<file path="src/rtl/datamemo_arbiter_pkg.sv">
// Shared types for the data-memory arbiter slice.
//   bus_type     : 32-bit data/address bus word
//   dm_state_t   : transaction sequencer states (accept / access / respond)
//   dm_req_id_t  : requester identity, CPU or DMA
//   DM_LAST_ADDR : highest legal word base address of the 97-byte memory
package types;

  typedef logic [31:0] bus_type;

  typedef enum logic [1:0] {
    IDLE   = 2'd0,
    ACCESS = 2'd1,
    RESP   = 2'd2
  } dm_state_t;

  typedef enum logic {
    REQ_CPU = 1'b0,
    REQ_DMA = 1'b1
  } dm_req_id_t;

  localparam bus_type DM_LAST_ADDR = 32'd93;

  // Unsigned full-width range check; unaligned addresses are legal.
  function automatic logic dm_addr_out_of_range(input bus_type addr, input bus_type last_addr);
    return (addr > last_addr);
  endfunction

endpackage

</file>
<file path="src/rtl/datamemo_arbiter_rr.sv">
// Two-input round-robin picker for the data-memory arbiter.
//   clk, reset  : clock, synchronous active-high reset
//   req[1:0]    : bit 0 = CPU request, bit 1 = DMA request
//   fixed_prio  : 1 = CPU always wins a tie
//   advance     : commit the current grant as the new last_grant
//   grant[1:0]  : one-hot (or zero) combinational grant
module rr_arbiter2
  import types::*;
(
  input  logic       clk,
  input  logic       reset,
  input  logic [1:0] req,
  input  logic       fixed_prio,
  input  logic       advance,
  output logic [1:0] grant
);

  dm_req_id_t last_grant_q;
  dm_req_id_t last_grant_d;

  always_comb begin
    grant = 2'b00;
    case (req)
      2'b01: grant = 2'b01;
      2'b10: grant = 2'b10;
      // Tie: the requester that did not win last time goes first.
      2'b11: grant = (fixed_prio || (last_grant_q == REQ_DMA)) ? 2'b01 : 2'b10;
      default: grant = 2'b00;
    endcase
  end

  always_comb begin
    last_grant_d = last_grant_q;
    if (advance && (grant != 2'b00)) begin
      last_grant_d = grant[1] ? REQ_DMA : REQ_CPU;
    end
  end

  // Reset to DMA so that the CPU takes the first tie.
  always_ff @(posedge clk) begin
    if (reset) begin
      last_grant_q <= REQ_DMA;
    end else begin
      last_grant_q <= last_grant_d;
    end
  end

endmodule

</file>
<file path="src/rtl/datamemo_arbiter.sv">
// Two-requester arbiter and sequencer for the byte-addressed 32-bit data
// memory. Each transaction runs accept (IDLE) -> ACCESS -> RESP.
//   clk, reset                : clock, synchronous active-high reset
//   cpu_req_* / dma_req_*     : request valid, write, addr, wdata; ready out
//   cpu_rsp_valid/dma_rsp_valid : one-cycle response pulse per requester
//   rsp_rdata, rsp_error      : shared response data and out-of-range flag
//   mem_*                     : memory address, write data, enables, read data
module datamemo_arbiter
  import types::*;
#(
  parameter bus_type MEM_LAST_ADDR  = DM_LAST_ADDR,
  parameter bit      CPU_FIXED_PRIO = 1'b0
)
(
  input  logic    clk,
  input  logic    reset,
  input  logic    cpu_req_valid,
  input  logic    cpu_req_write,
  input  bus_type cpu_req_addr,
  input  bus_type cpu_req_wdata,
  output logic    cpu_req_ready,
  output logic    cpu_rsp_valid,
  input  logic    dma_req_valid,
  input  logic    dma_req_write,
  input  bus_type dma_req_addr,
  input  bus_type dma_req_wdata,
  output logic    dma_req_ready,
  output logic    dma_rsp_valid,
  output bus_type rsp_rdata,
  output logic    rsp_error,
  output bus_type mem_address,
  output bus_type mem_input_data,
  output logic    mem_enable_read,
  output logic    mem_enable_write,
  input  bus_type mem_read_data
);

  dm_state_t  state_q, state_d;
  logic       err_q, err_d;
  bus_type    rsp_rdata_q, rsp_rdata_d;
  logic       lat_write_q, lat_write_d;
  bus_type    lat_addr_q, lat_addr_d;
  bus_type    lat_wdata_q, lat_wdata_d;
  dm_req_id_t lat_id_q, lat_id_d;

  logic [1:0] req;
  logic [1:0] grant;
  logic       advance;
  bus_type    sel_addr;

  // Requests are only offered to the picker when a new transaction can start.
  assign req     = {dma_req_valid, cpu_req_valid} & {2{(state_q == IDLE) && !reset}};
  assign advance = |grant;
  assign sel_addr = grant[1] ? dma_req_addr : cpu_req_addr;

  rr_arbiter2 u_arb (
    .clk       (clk),
    .reset     (reset),
    .req       (req),
    .fixed_prio(CPU_FIXED_PRIO),
    .advance   (advance),
    .grant     (grant)
  );

  always_comb begin
    state_d          = state_q;
    err_d            = err_q;
    rsp_rdata_d      = rsp_rdata_q;
    lat_write_d      = lat_write_q;
    lat_addr_d       = lat_addr_q;
    lat_wdata_d      = lat_wdata_q;
    lat_id_d         = lat_id_q;
    cpu_req_ready    = grant[0];
    dma_req_ready    = grant[1];
    cpu_rsp_valid    = 1'b0;
    dma_rsp_valid    = 1'b0;
    mem_address      = '0;
    mem_input_data   = '0;
    mem_enable_read  = 1'b0;
    mem_enable_write = 1'b0;

    case (state_q)
      IDLE: begin
        if (|grant) begin
          lat_write_d = grant[1] ? dma_req_write : cpu_req_write;
          lat_addr_d  = sel_addr;
          lat_wdata_d = grant[1] ? dma_req_wdata : cpu_req_wdata;
          lat_id_d    = grant[1] ? REQ_DMA : REQ_CPU;
          err_d       = dm_addr_out_of_range(sel_addr, MEM_LAST_ADDR);
          state_d     = ACCESS;
        end
      end
      ACCESS: begin
        if (!err_q) begin
          mem_address      = lat_addr_q;
          mem_input_data   = lat_wdata_q;
          // Gated by reset so an aborted write never reaches the memory.
          mem_enable_write = lat_write_q && !reset;
          mem_enable_read  = !lat_write_q && !reset;
          rsp_rdata_d      = lat_write_q ? '0 : mem_read_data;
        end else begin
          rsp_rdata_d = '0;
        end
        state_d = RESP;
      end
      RESP: begin
        cpu_rsp_valid = (lat_id_q == REQ_CPU);
        dma_rsp_valid = (lat_id_q == REQ_DMA);
        state_d       = IDLE;
      end
      default: state_d = IDLE;
    endcase
  end

  assign rsp_rdata = rsp_rdata_q;
  assign rsp_error = (state_q == RESP) && err_q;

  always_ff @(posedge clk) begin
    if (reset) begin
      state_q     <= IDLE;
      err_q       <= 1'b0;
      rsp_rdata_q <= '0;
    end else begin
      state_q     <= state_d;
      err_q       <= err_d;
      rsp_rdata_q <= rsp_rdata_d;
    end
  end

  // Request latch: only consumed in ACCESS/RESP, so it needs no reset.
  always_ff @(posedge clk) begin
    lat_write_q <= lat_write_d;
    lat_addr_q  <= lat_addr_d;
    lat_wdata_q <= lat_wdata_d;
    lat_id_q    <= lat_id_d;
  end

endmodule

</file>
<file path="config.mk">
export PLATFORM = sky130hd
export DESIGN_NAME = datamemo_arbiter
export DESIGN_NICKNAME = d
export VERILOG_FILES = /design/src/rtl/datamemo_arbiter_pkg.sv /design/src/rtl/datamemo_arbiter_rr.sv /design/src/rtl/datamemo_arbiter.sv
export SDC_FILE = /design/constraint.sdc
export NUM_CORES = 1
export LEC_CHECK = 0
export ABC_AREA = 1
export CAP_MARGIN = 5
export CORE_UTILIZATION = 42
export CTS_CLUSTER_SIZE = 25
export DETAILED_ROUTE_END_ITERATION = 8
export PLACE_DENSITY = 0.86
export SYNTH_ARGS = -nofsm -noshare
export SYNTH_HDL_FRONTEND = slang
export SYNTH_SLANG_ARGS = --single-unit
</file>
<file path="constraint.sdc">
create_clock -name clk -period 9.35 [get_ports clk]
set_input_delay 2.805 -clock clk [delete_from_list [all_inputs] [get_ports clk]]
set_output_delay 2.805 -clock clk [all_outputs]
set_load 0.02 [all_outputs]
</file>
==> flow_summary.json <==
{
  "yosys.cell_types.count": 25,
  "clock-sinks": 102,
  "rsz0062_at_grt": "false",
  "cts_root_buf": "clkbuf_16",
  "skew_ns": 0.006904,
  "wire_per_inst_um": 13.92,
  "p_switching_uw": 305.9,
  "start_util": 0.4306,
  "powerDensity_mw_per_mm2": 144.6,
  "critPathKind": "in -> out",
  "worstPathMaxFanout": 35,
  "cts_tree": "built",
  "hold_ws_ns": 0.4953,
  "syn-cell-area_mm2": 0.004896,
  "routed_wl_um": 13890,
  "route.vias.total": 4680,
  "ff2ff_path_depth": 10,
  "synthCells": 603,
  "syn_avg_cell_area_um2": 8.119,
  "cts_post_setup_buffers_inserted": 0,
  "gr-usage-met2": 0.3964,
  "cts_made_buffers": 9,
  "min_period_ns": 7.556,
  "dieArea_mm2": 0.01209,
  "hold_viol": 0,
  "outcome": "finished, final reports clean",
  "antenna_found_initial": 0,
  "setup_violations": 0,
  "cts.path.max_buffers": 2,
  "drv_cap": 0,
  "ys_seq_area_frac": 0.5520,
  "insertedDiodeCount": 0,
  "clock.fmax_ghz": 0.1324,
  "first_iter_violations": 295,
  "grt_max_degree": 71,
  "worstPathRequired_ns": 6.55,
  "synth_warnings": 0,
  "total_power_mw": 1.146,
  "hpwl_um": 10100,
  "ir_worst_vdd_mv": 0.1030,
  "grtUsageTotal": 0.2240,
  "clockPowerShare": 0.320,
  "die_w_um": 110.0,
  "drc": 0,
  "synth_fa_ha_area_frac": 0,
  "hold_path.class": "reg -> reg",
  "critPathLaunchType": "input pin",
  "setup_tns_ns": 0,
  "io_pins": 269,
  "min_from": "rsp_rdata[9]$_SDFFE_PP0P_",
  "drtPass1Iterations": 5,
  "placed_area_mm2": 0.007629,
  "most-common-layout-cells": "clkdlybuf4s50_1 (268), nand2_1 (260), nor2_1 (82)",
  "internal_power_uw": 839.7,
  "multiInputGateArea_mm2": 0.001790,
  "drive_above_1_share": 0.03743,
  "register_area_mm2": 0.002703,
  "final_area_mm2": 0.007920,
  "grt_pass1_wl_um": 20530,
  "clock_latency_ns": 0.33,
  "synth_top_family_by_area": "simple AND/OR/NAND/NOR gates",
  "core-area_mm2": 0.01137,
  "die_h_um": 110.0,
  "period_share": 0.8081,
  "worst_pin_slew_ns": 1.098,
  "ant_nets": 0,
  "syn_nets": 769,
  "ctsHoldBuffers": 0,
  "busiest_layer": "met2",
  "grt_use_met1": 0.2521,
  "path_clk_slew_ns": 0.07,
  "overflow": 0,
  "whs_endpoint": "rsp_rdata[9]$_SDFFE_PP0P_",
  "seqPwrFrac": 0.456,
  "grt_util_met3": 0.06461,
  "r2r_slack_ns": 6.93,
  "synth_xor_area_frac": 0,
  "first_global_vias": 4225,
  "critPathArrivalTime_ns": 4.75,
  "endpoint_kind": "primary output",
  "r2r_start": "state_q[1]$_SDFFE_PP0P_",
  "swShare": 0.2670,
  "whs_path_depth": 1,
  "synth_mux_area_frac": 0,
  "vias_per_cell": 4.689,
  "nFillCells": 923,
  "comb_power_share": 0.224,
  "synth_compound_area_frac": 0.08203,
  "relSlewSlack": 0.2677,
  "h-tree-depth": 3,
  "ys_seq_elements": 102,
  "r2r-end": "err_q$_SDFFE_PP0P_",
  "fin_nets": 1016,
  "finalMaxSlewViolations": 0,
  "final_common_cell": "clkdlybuf4s50_1",
  "io_buffers": 268,
  "leakage_nw": 3.442,
  "synth-simple-area-share": 0.2814,
  "area_growth_pct": 61.77,
  "rows": 39,
  "utilization": 0.6966,
  "post_cts_resized": 0,
  "place_congestion": 0.8034
}
[cell usage after synthesis (all sizes together)]
cell	n	area, µm²
a31oi	1	6.260
a32o	32	320.3
and3	1	6.260
buf	17	98.84
clkbuf	19	71.32
dfxtp	36	720.7
edfxtp	66	1982
inv	65	244.0
nand2	263	997.2
nand3	3	15.01
nor2	85	340.3
nor4	1	12.51
o211ai	1	7.510
o21ai	9	45.04
o21bai	3	22.52
or2	1	6.260
[how the worst max path moves through the flow]
stage                   from       endpoint  slack, ns
6_report               reset  dma_req_ready       1.79
5_1_grt                reset  dma_req_ready       1.68
4_1_cts                reset  dma_req_ready       1.79
3_5_place_dp           reset  dma_req_ready       1.79
3_3_place_gp           reset  dma_req_ready       1.83
2_1_floorplan  cpu_req_valid  dma_req_ready       2.97
[power by group through the flow]
stage	clock (mW)	combinational [mW]	sequential, mW
2_1_floorplan	0	0.114	0.538
3_3_place_gp	0	0.254	0.532
3_5_place_dp	0	0.258	0.533
4_1_cts	0.376	0.259	0.523
5_1_grt	0.397	0.280	0.525
6_report	0.367	0.256	0.523
[metrics by stage]
step,std cells,worst slack [ns]
after floorplan,603,2.973
after global placement,982,1.831
after detailed placement,982,1.787
after CTS,998,1.786
after global routing,998,1.680
final,998,1.794
[per-layer routing]
| metal | up-vias | share of wire |
|---|---|---|
| met1 | 2045 | 0.38 |
| met4 | 0 | 0.031 |
| met2 | 204 | 0.50 |
| li1 | 2400 | - |
| met5 | - | 0 |
| met3 | 31 | 0.088 |
[state kept, by name, indices dropped and copies added, names as in the netlist]
name,flops
lat_addr_q,32
lat_wdata_q,32
rsp_rdata,32
state_q,2
err_q,1
lat_id_q,1
lat_write_q,1
u_arb.last_grant_q,1
[critical path: stages]
cell and delay (ns):
clkdlybuf4s50_1 0.52, inv_2 0.52, nand2_4 0.16, nor2_8 0.13, clkdlybuf4s50_1 0.61
[area by class of cell]
type / instances / area share
timing repair buffer: 272 / 0.3425
tap: 143 / 0.02259
clock inverter: 5 / 0.004739
inverter: 65 / 0.03081
clock buffer: 11 / 0.03207
sequential: 102 / 0.3412
multi-input combinational: 400 / 0.2261
[kinds of logic (layout without fill, tap and decap cells)]
logic type	Yosys count	count (layout)
AND/OR/NAND/NOR	354	354
buffers and inverters	101	353
AO/OA/AOI/OAI	46	46
flip-flops	102	102
Power figures use the tool's default switching activity.
